## src/rtl/stopwatch_pkg.sv

```systemverilog
// rtl/stopwatch_pkg.sv - shared state encodings and constants for the stopwatch controller
package stopwatch_pkg;

    typedef enum logic [1:0] {
        IDLE  = 2'd0,
        RUN   = 2'd1,
        PAUSE = 2'd2,
        OVF   = 2'd3
    } sw_state_t;

    localparam logic [3:0] BCD_MAX = 4'd9;

    // A divide-by-one prescaler still needs one register bit to exist.
    function automatic int presc_width(input int div);
        return (div <= 1) ? 1 : $clog2(div);
    endfunction

endpackage

```

## src/rtl/stopwatch_controller_bcd_digit.sv

```systemverilog
// rtl/stopwatch_controller_bcd_digit.sv - single decade counter stage, wraps 9 -> 0
module bcd_digit
    import stopwatch_pkg::*;
(
    input  logic       clk,
    input  logic       reset,
    input  logic       en,
    input  logic       clr,
    output logic [3:0] q,
    output logic       at_max
);

    always_ff @(posedge clk or negedge reset) begin
        if (!reset) begin
            q <= 4'd0;
        end else if (clr) begin
            q <= 4'd0;
        end else if (en) begin
            q <= (q == BCD_MAX) ? 4'd0 : q + 4'd1;
        end
    end

    assign at_max = (q == BCD_MAX);

endmodule

```

## src/rtl/stopwatch_controller.sv

```systemverilog
// rtl/stopwatch_controller.sv - run/pause/overflow sequencer, prescaler, decade cascade and lap freeze
module stopwatch_controller
    import stopwatch_pkg::*;
#(
    parameter int TICK_DIV = 100000,
    parameter int DIGITS   = 4
) (
    input  logic                clk,
    input  logic                reset,
    input  logic                start_stop,
    input  logic                lap,
    input  logic                clear,
    output logic [4*DIGITS-1:0] digits,
    output logic                running,
    output logic                frozen,
    output logic                overflow,
    output logic                tick
);

    localparam int            PW         = presc_width(TICK_DIV);
    localparam logic [PW-1:0] PRESC_LAST = PW'(TICK_DIV - 1);

    sw_state_t           state, state_nx;
    logic [PW-1:0]       presc, presc_nx;
    logic                frozen_nx;
    logic [4*DIGITS-1:0] count, snap, snap_nx;
    logic [DIGITS-1:0]   at_max, dig_en;
    logic [DIGITS:0]     low9;
    logic                inc, all9;

    assign inc     = (state == RUN) && (presc == PRESC_LAST);
    assign low9[0] = 1'b1;
    assign all9    = low9[DIGITS];

    // Stage k advances only when every lower stage is about to wrap; all-9s holds.
    for (genvar k = 0; k < DIGITS; k++) begin : g_digit
        assign low9[k+1] = low9[k] & at_max[k];
        assign dig_en[k] = inc && !all9 && !clear && low9[k];

        bcd_digit u_digit (
            .clk    (clk),
            .reset  (reset),
            .en     (dig_en[k]),
            .clr    (clear),
            .q      (count[4*k +: 4]),
            .at_max (at_max[k])
        );
    end

    always_comb begin
        state_nx  = state;
        presc_nx  = presc;
        frozen_nx = frozen;
        snap_nx   = snap;
        if (clear) begin
            state_nx  = IDLE;
            presc_nx  = '0;
            frozen_nx = 1'b0;
            snap_nx   = '0;
        end else begin
            if (state == RUN) begin
                presc_nx = inc ? '0 : presc + 1'b1;
            end
            // Overflow wins over a coincident button so the saturated count is shown.
            if (inc && all9) begin
                state_nx  = OVF;
                frozen_nx = 1'b0;
            end else if (start_stop) begin
                case (state)
                    IDLE:    state_nx = RUN;
                    RUN:     state_nx = PAUSE;
                    PAUSE:   state_nx = RUN;
                    default: state_nx = state;
                endcase
            end else if (lap && (state == RUN || state == PAUSE)) begin
                if (frozen) begin
                    frozen_nx = 1'b0;
                end else begin
                    frozen_nx = 1'b1;
                    snap_nx   = count;
                end
            end
        end
    end

    always_ff @(posedge clk or negedge reset) begin
        if (!reset) begin
            state  <= IDLE;
            presc  <= '0;
            frozen <= 1'b0;
            snap   <= '0;
            tick   <= 1'b0;
        end else begin
            state  <= state_nx;
            presc  <= presc_nx;
            frozen <= frozen_nx;
            snap   <= snap_nx;
            tick   <= inc && !clear;
        end
    end

    assign digits   = frozen ? snap : count;
    assign running  = (state == RUN);
    assign overflow = (state == OVF);

endmodule

```

## config.mk

```make
export PLATFORM = sky130hd
export DESIGN_NAME = stopwatch_controller
export DESIGN_NICKNAME = d
export VERILOG_FILES = /design/src/rtl/stopwatch_pkg.sv /design/src/rtl/stopwatch_controller_bcd_digit.sv /design/src/rtl/stopwatch_controller.sv
export SDC_FILE = /design/constraint.sdc
export NUM_CORES = 1
export LEC_CHECK = 0
export CORE_ASPECT_RATIO = 2
export CORE_MARGIN = 2
export CORE_UTILIZATION = 58
export CTS_CLUSTER_SIZE = 28
export DETAILED_ROUTE_END_ITERATION = 16
export PLACE_DENSITY = 0.8
export REMOVE_ABC_BUFFERS = 1
export SETUP_SLACK_MARGIN = 0.15
export SLEW_MARGIN = 20
export SYNTH_ARGS = -nofsm -noshare
export SYNTH_HDL_FRONTEND = slang
export SYNTH_HIERARCHICAL = 1
export SYNTH_SLANG_ARGS = --single-unit
```

## constraint.sdc

```tcl
create_clock -name clk -period 4.1 [get_ports clk]
set_clock_uncertainty 0.05 [all_clocks]
set_input_delay 0.82 -clock clk [delete_from_list [all_inputs] [get_ports clk]]
set_output_delay 0.82 -clock clk [all_outputs]
set_load 0.01 [all_outputs]
```

* Word level (Yosys, flattened, before mapping)
Cells that the tools add are included.
** Word-level totals
- Bits in registers :: 53
- Logic and storage cells :: 83
- Output and inout port bits :: 20
** Cells by class
- Reduce and logical (&&, ||, !) cells :: 26
- Equal/unequal tests :: 11
- Bitwise operators :: 3
- Mux-type cells :: 29
- $add $sub $neg :: 5
** Operators by type and width (count)
- 2-to-1 mux 16 bit :: 5
- 2-to-1 mux 17 bit :: 3
- 2-to-1 mux 4 bit :: 12
- adder 17 x 1 -> 17 bit, second input constant :: 1
- == test 17 bit, second input constant :: 1
- adder 4 x 1 -> 4 bit, second input constant :: 4
- == test 4 bit, second input constant :: 4
- nonzero test 2 bit :: 6
- logical AND 1 bit :: 9
- 2-to-1 mux 2 bit :: 3
- nonzero test 3 bit :: 2
- 2-to-1 mux 1 bit :: 5
- == test 2 bit, second input constant :: 2
- case mux 2 bit (2 select lines) :: 1
- AND reduction 2 bit :: 2
- nonzero test 4 bit :: 1
- bitwise AND 1 bit :: 3
- != test 3 x 1 -> 1 bit, second input constant :: 1
- AND reduction 3 bit :: 1
- == test 2 x 1 -> 1 bit, second input constant :: 1
- zero test 1 bit :: 2
- zero test 2 bit :: 1
- != test 2 x 1 -> 1 bit, second input constant :: 1
- != test 2 bit, second input constant :: 1
- 2 further kinds :: 2

* Depth between registers and ports, before layout
Gate-level depths: netlist of the first run.
- Depth in word-level cells :: 10
- Mapped depth :: 11
- Depth with buffers taken out :: 10

* Cells and area by module
The synthesis of the first run kept the hierarchy.
** By module, submodules not included
- stopwatch_controller :: area an instance 2082.0 um2, sequential area each 925.9 um2, cells an instance 212, times used 1
- bcd_digit :: area an instance 231.5 um2, sequential area each 100.1 um2, cells an instance 24, times used 4

* Worst setup path after synthesis of the first run
OpenSTA, ideal clock, no wires.
- Path kind :: reg-to-reg
- From :: reg state[1]
- To :: reg g_digit[3].u_digit.q[3]
- Stages on the path, launching flop included :: 12
- Data arrival time :: 2.923 ns
- Path slack :: 1.049 ns
- Period minus slack after synthesis :: 3.051 ns
- Path buffers :: 1
- Data required time :: 3.973 ns
- Path through :: dfrtp_1 -> inv_1 -> ha_1 -> buf_4 -> or4b_1 -> nor4_2 -> nand2_1 -> nor3_1 -> and4_1 -> and4b_1 -> o21ai_1 -> a21oi_1
** Between the ends
- Cells in the longest elaborated chain, start to end :: 6
** RTL lines
- start, declared :: line stopwatch_controller.sv:23 : sw_state_t state, state_nx;
- start signal, assigned :: line stopwatch_controller.sv:94 : state <= state_nx;
- == test 2 x 1 -> 1 bit
- named net running :: line stopwatch_controller.sv:14 : output logic running,
- logical AND 1 bit :: line stopwatch_controller.sv:31 : assign inc = (state == RUN) && (presc == PRESC_LAST);
- logical AND 1 bit (2 in series) :: line stopwatch_controller.sv:38 : assign dig_en[k] = inc && !all9 && !clear && low9[k];
- named net dig_en[0] :: line stopwatch_controller.sv:27 : logic [DIGITS-1:0] at_max, dig_en;
- logical AND 1 bit :: line stopwatch_controller.sv:38
- named net dig_en[3] :: line stopwatch_controller.sv:27
- nonzero test 2 bit (no source line)
- end signal, assigned :: line stopwatch_controller_bcd_digit.sv:19 : q <= (q == BCD_MAX) ? 4'd0 : q + 4'd1;
- end, declared :: line stopwatch_controller_bcd_digit.sv:9 : output logic [3:0] q,
The timed path passes the listed nets, and every way through them passes these cells.
A chain may end at the register's enable or synchronous reset.

* Worst setup path in the final report of the first run
- From :: reg state[1]
- To :: reg g_digit[3].u_digit.q[3]
** Between the ends
- Cells in the longest elaborated chain, start to end :: 6
** RTL lines (line)
- == test 2 x 1 -> 1 bit :: stopwatch_controller.sv:31
- logical AND 1 bit :: stopwatch_controller.sv:31
- logical AND 1 bit (2 in series)
- named net dig_en[0] :: stopwatch_controller.sv:27
- logical AND 1 bit :: stopwatch_controller.sv:38
- named net dig_en[3] :: stopwatch_controller.sv:27
- nonzero test 2 bit (no source line)
The timed path passes the listed nets, and every way through them passes these cells.

==> results of run 1 <==
==> cell usage after synthesis, drive strengths merged, types with 5 or more instances <==
master / instances / share of area
xor2: 16 / 0.047
and3: 6 / 0.012
nor3: 8 / 0.013
mux2i: 16 / 0.053
nand2b: 8 / 0.017
inv: 12 / 0.015
nand3b: 14 / 0.035
nand2: 50 / 0.062
o21ai: 10 / 0.017
nor2: 21 / 0.029
nand4: 5 / 0.010
mux2: 16 / 0.060
buf: 5 / 0.014
nand3: 5 / 0.0083
ha: 13 / 0.054
dfrtp: 53 / 0.44
clkbuf: 6 / 0.0075
a21oi: 15 / 0.025
==> critical path, delay by kind of cell, from the launching register on <==
family,cells,cell delay [ps]
simple gates,6,1730
flops,1,410
compound gates,2,200
fa+ha+maj,1,390
buf+inv,2,290
==> metrics by stage <==
step,cells,utilization,hold WS (ps)
final,391,0.671,417
after global routing,391,0.671,458
after CTS,391,0.671,429
after detailed placement,383,0.644,463
after global placement,383,0.644,457
after floorplan,297,-,427
==> logic make-up (layout without fill, tap and decap cells) <==
| kind of cell | count (synthesis) | count (layout) | share of synthesized area |
|---|---|---|---|
| and+or+nand+nor | 131 | 131 | 0.230 |
| DFF | 53 | 53 | 0.441 |
| AOI/OAI and AO/OA | 37 | 37 | 0.0724 |
| muxes | 32 | 32 | 0.113 |
| buffers and inverters | 24 | 49 | 0.0374 |
| xor gates and xnor gates | 18 | 18 | 0.0524 |
| adders and majority gates | 13 | 13 | 0.0541 |
==> power groups by stage <==
stage	Combinational, W	Clock [W]	Sequential [W]
global placement	0.0000801	0	0.000548
floorplan	0.0000440	0	0.000546
CTS	0.0000836	0.000431	0.000538
detailed placement	0.0000833	0	0.000549
global route	0.0000904	0.000450	0.000539
finish	0.0000820	0.000422	0.000538
==> layout make-up <==
| cell class | count | area, um^2 | share of cell area |
|---|---|---|---|
| multi-input combinational | 231 | 1570 | 0.459 |
| inverter | 13 | 48.8 | 0.0143 |
| clock inverter | 3 | 65.1 | 0.0190 |
| clock buffer | 5 | 68.8 | 0.0201 |
| sequential | 53 | 1330 | 0.388 |
| tap | 58 | 72.6 | 0.0212 |
| timing repair buffer | 28 | 265 | 0.0777 |
==> per-layer routing <==
layer / wire, um / global-route usage / share of wire / vias to the layer above
met2: 3540 / 0.432 / 0.57 / 31
met4: 165 / 0.0976 / 0.026 / 0
met5: 0 / 0 / 0 / -
met1: 2410 / 0.276 / 0.39 / 1114
li1: - / - / - / 1111
met3: 133 / 0.0439 / 0.021 / 9
==> final timing paths <==
| kind | start | end | slack, ps | depth (start not counted) |
|---|---|---|---|---|
| worst max-delay path | state[1] | g_digit[3].u_digit/q[3] | 970 | 11 |
| worst min-delay path | reset | snap[0] | 420 | 1 |
| worst max register to register | state[1] | g_digit[3].u_digit/q[3] | 970 | 11 |
| worst min register to register | snap[2] | snap[2] | 480 | 2 |
| max in group asynchronous | reset | g_digit[1].u_digit/q[0] | 2760 | 2 |
| min in group clk | snap[2] | snap[2] | 480 | 2 |
==> flip-flops by register name, indices dropped and copies added (netlist names) <==
name               count
tick                   1
snap                  16
state                  2
presc                 17
frozen                 1
g_digit.u_digit/q     16
==> out/qor.yml, run 1 <==
status: "completed"
stdcell_area_um2: 3420
grt_pass1_wl_um: 10500
grt_util_all_layers: 0.246
routed_wl_um: 6250
cts_tree: "yes"
setup_viol: 0
ys_seq_area_frac: 0.441
critPathCaptureType: "flop"
synth.avg_cell_area_um2: 9.77
hold_viol_final: 0
yosysWarningCount: 6
pwr-share-seq: 0.516
fp.dieH_um: 106
min_period_ps: 3130
combPwrFrac: 0.079
period_share: 0.763
fin_nets: 350
cts_hold_repair.buffers: 0
antenna_found_initial: 0
hpwl_um: 4470
first_global_vias: 2330
finalPower_w: 0.00104
maxSlewViolCount: 0
relSlewSlack: 0.488
crit_path_top_delay_cell: "or4b_1"
start_util: 0.591
synth.distinct_cells: 40
avgViaCountPerCell: 5.79
core-area_um2: 5090
cts_max_level: 2
numPortBuffers: 24
hp-class: "input port to async pin"
max_freq_ghz: 0.320
vdd_drop_max_mv: 0.503
ys.flop_type: "dfrtp_1"
final.setup.worst_slack_ps: 972
rsz0062_at_grt: "no"
grt_max_degree: 32
routedWlPerCell_um: 16.0
crit_type: "flop to flop"
mostFrequentLayoutCells: "53 x dfrtp_1, 50 x nand2_1, 23 x clkdlybuf4s50_1, 20 x nor2_1"
gp_congestion: 0.902
cts-root-buf: "clkbuf_8"
syn_inst: 308
p_switching_w: 0.000240
dr.first_iter.drc_count: 44
cts.clk_slew.worst_paths_ps: 100
ys_ff_latch: 53
rows: 37
p_leak_nw: 1.49
diodes: 0
tns_ps: 0
die_area_um2: 5810
grt_overflow_total: 0
dp_worst_setup_slack_ps: 982
die_w_um: 54.9
route.detailed.drc: 0
p_clk_frac: 0.405
drive_above_1_share: 0.0961
vias: 2265
tightest_slew_ps: 768
num_io_pins: 25
synth-edff-count: 0
switching_share: 0.231
synth-async-reset-ratio: 1.00
syn_to_final_growth_pct: 13.6
clock_path_buffers: 2
cap_violations: 0
path_max_fanout: 11
cts-resized-gates: 0
p_int_w: 0.000801
postRouteAntennaNets: 0
path_cells: "inv_1 -> ha_1 -> or4b_1 -> nor4_2 -> nand2_1 -> nor3_1 -> buf_4 -> and4_1 -> and4b_1 -> o21ai_1 -> a21oi_1"
slowest_delay_ps: 500
clk_latency_ps: 320
netlist_area_um2: 3010
p_per_area_nw_per_um2: 305
cp.arrival_ps: 3330
fillers: 428
required_ps: 4310
placed_area_um2: 3280
start_kind: "flop"
drt-pass1-iter-count: 4
cts_sinks: 53
layout_commonest_cell: "dfrtp_1"
cts_buffers: 5
post_cts_buffers: 0
Note: power is estimated with default switching activity, not from simulation.
==> run 2: changes to the inputs <==
- clock period: 4.1 -> 2.9 ns (I/O delays scaled with it)
==> run 2 against run 1 <==
  * Die area did not move
  * Largest cell class unchanged
  * Hold slack got worse by 240 ps
  * Clock power about the same
  * Final area up 0.88%
  * First-iteration DRC count is 9.1% higher
  * Sequential power rose by 40%
  * Non-clock buffer count grew 5
  * Critical path depth shrank 8
  * Final cell count grew 1.3%
  * Flip-flop and latch count unchanged
  * Global-route usage barely moved
  * Worst setup slack got worse by 680 ps
  * Highest routed layer unchanged
==> out/qor.yml, run 2 (synthesized netlist as in run 1, its figures left out) <==
status: "completed"
grt_util_all_layers: 0.247
drive_above_1_share: 0.124
grt_overflow_total: 0
grt_max_degree: 54
vias: 2344
start_util: 0.591
hp-class: "input port to async pin"
hold_viol_final: 0
crit_path_top_delay_cell: "dfrtp_1"
max_freq_ghz: 0.384
relSlewSlack: 0.578
die_w_um: 54.9
antenna_found_initial: 0
required_ps: 2270
grtUsageMet2: 0.440
gr-usage-met3: 0.0439
top_register: "presc"
numPortBuffers: 24
placed_area_um2: 3330
p_leak_nw: 1.50
path_max_fanout: 12
cts-root-buf: "clkbuf_8"
routed_wl_um: 6240
hpwl_um: 4530
postRouteAntennaNets: 0
fin_nets: 355
die_area_um2: 5810
critPathCaptureType: "output pin"
syn_to_final_growth_pct: 14.6
gp_congestion: 0.896
mostFrequentLayoutCells: "53 x dfrtp_1, 49 x nand2_1, 23 x clkdlybuf4s50_1, 20 x nor2_1"
maxSlewViolCount: 0
slowest_delay_ps: 520
r2r_slack_ps: 410
first_global_vias: 2424
drt-pass1-iter-count: 4
cts_buffers: 5
cts_tree: "yes"
grt_pass1_wl_um: 10500
use_met1: 0.249
largest_registers: "presc: 17 flops, g_digit.u_digit/q: 16 flops, snap: 16 flops"
num_io_pins: 25
cts_sinks: 53
stdcell_area_um2: 3450
utilization: 0.677
clk_latency_ps: 320
layout_commonest_cell: "dfrtp_1"
min_period_ps: 2610
avgViaCountPerCell: 5.92
critPathBufInv: 2
start_kind: "flop"
cts_max_level: 2
final.setup.worst_slack_ps: 295
path_cells: "buf_4 -> mux2_2 -> clkdlybuf4s50_1"
cts_hold_repair.buffers: 0
grt.busiest_layer: "met2"
period_share: 0.898
cap_violations: 0
diodes: 0
vdd_drop_max_mv: 0.440
cp.arrival_ps: 1980
rsz0062_at_grt: "no"
crit_type: "flop to output pin"
tightest_slew_ps: 631
fp.dieH_um: 106
dp_worst_setup_slack_ps: 43.4
setup_viol: 0
core-area_um2: 5090
clock_path_buffers: 2
p_per_area_nw_per_um2: 378
rows: 37
route.detailed.drc: 0
largest_reg_flops: 17
routedWlPerCell_um: 15.8
cts.clk_slew.worst_paths_ps: 100
crit_family: "buffers and inverters"
dr.first_iter.drc_count: 48
[run 2: changes by cell type in the layout (fill, tap and decap cells not counted), sizes merged]
cell / previous run / this run
clkinvlp: 0 / 1
bufinv: 2 / 0
buf: 5 / 10
clkinv: 2 / 3
[run 2: cell type report]
cell class,instances,area [um^2]
inverters,13,48.8
clock buffers,5,68.8
repair buffers,33,315
clock inverters,3,17.5
multi-input cells,231,1600
fillers,429,1650
well taps,58,72.6
flip-flops and latches,53,1330
[run 2: path summary, 6_finish.rpt]
check / cells after the start / from / endpoint
hold / removal: 2 / reset / snap[3]
max in group asynchronous: 2 / reset / presc[12]
setup / recovery: 3 / frozen / digits[6]
min in group clk: 1 / presc[0] / presc[0]
hold reg to reg: 1 / presc[0] / presc[0]
setup reg to reg: 10 / state[1] / g_digit[3].u_digit/q[3]
[run 2: power breakdown]
group | switching [W] | internal, W | total, W
clock | 0.000252 | 0.000167 | 0.000420
sequential | 0.00000931 | 0.000746 | 0.000755
combinational | 0.0000771 | 0.0000506 | 0.000128
[run 2: through the flow]
step	total power, W	hold slack [ps]	instances	setup TNS, ps
6_report	0.00130	181	396	0
5_1_grt	0.00136	210	396	0
4_1_cts	0.00132	199	396	0
3_5_place_dp	0.000898	461	388	0
3_3_place_gp	0.000896	445	388	0
2_1_floorplan	0.000834	234	297	-601
[run 2: worst reg2reg max path, stage by stage, from the launching register on]
cell and delay [ps]:
dfrtp_1 410, inv_1 100, ha_1 170, or4b_1 490, nor4_4 200, nand2_2 120
nor3_4 180, and4_4 290, and4b_1 210, o21ai_1 70, a21oi_1 120
[run 2: per-layer routing]
| layer | vias to the layer above | share of wire | routed length (um) |
|---|---|---|---|
| met3 | 17 | 0.019 | 117 |
| met4 | 0 | 0.030 | 186 |
| li1 | 1117 | - | - |
| met2 | 35 | 0.58 | 3600 |
| met5 | - | 0 | 0 |
| met1 | 1175 | 0.38 | 2340 |
[run 2: what timing repair did]
| action | CTS | global route |
|---|---|---|
| setup endpoints to repair | 6 | 14 |
| buffers inserted | 0 | 0 |
| pin swaps | 0 | 2 |
| resized for setup | 2 | 6 |
==> run 3: changes to the inputs <==
- CTS_CLUSTER_SIZE: 28 -> 14
- SLEW_MARGIN: 20 -> unset
==> results of run 3 <==
The final DEF is identical to that of run 2; final timing and power are the same.
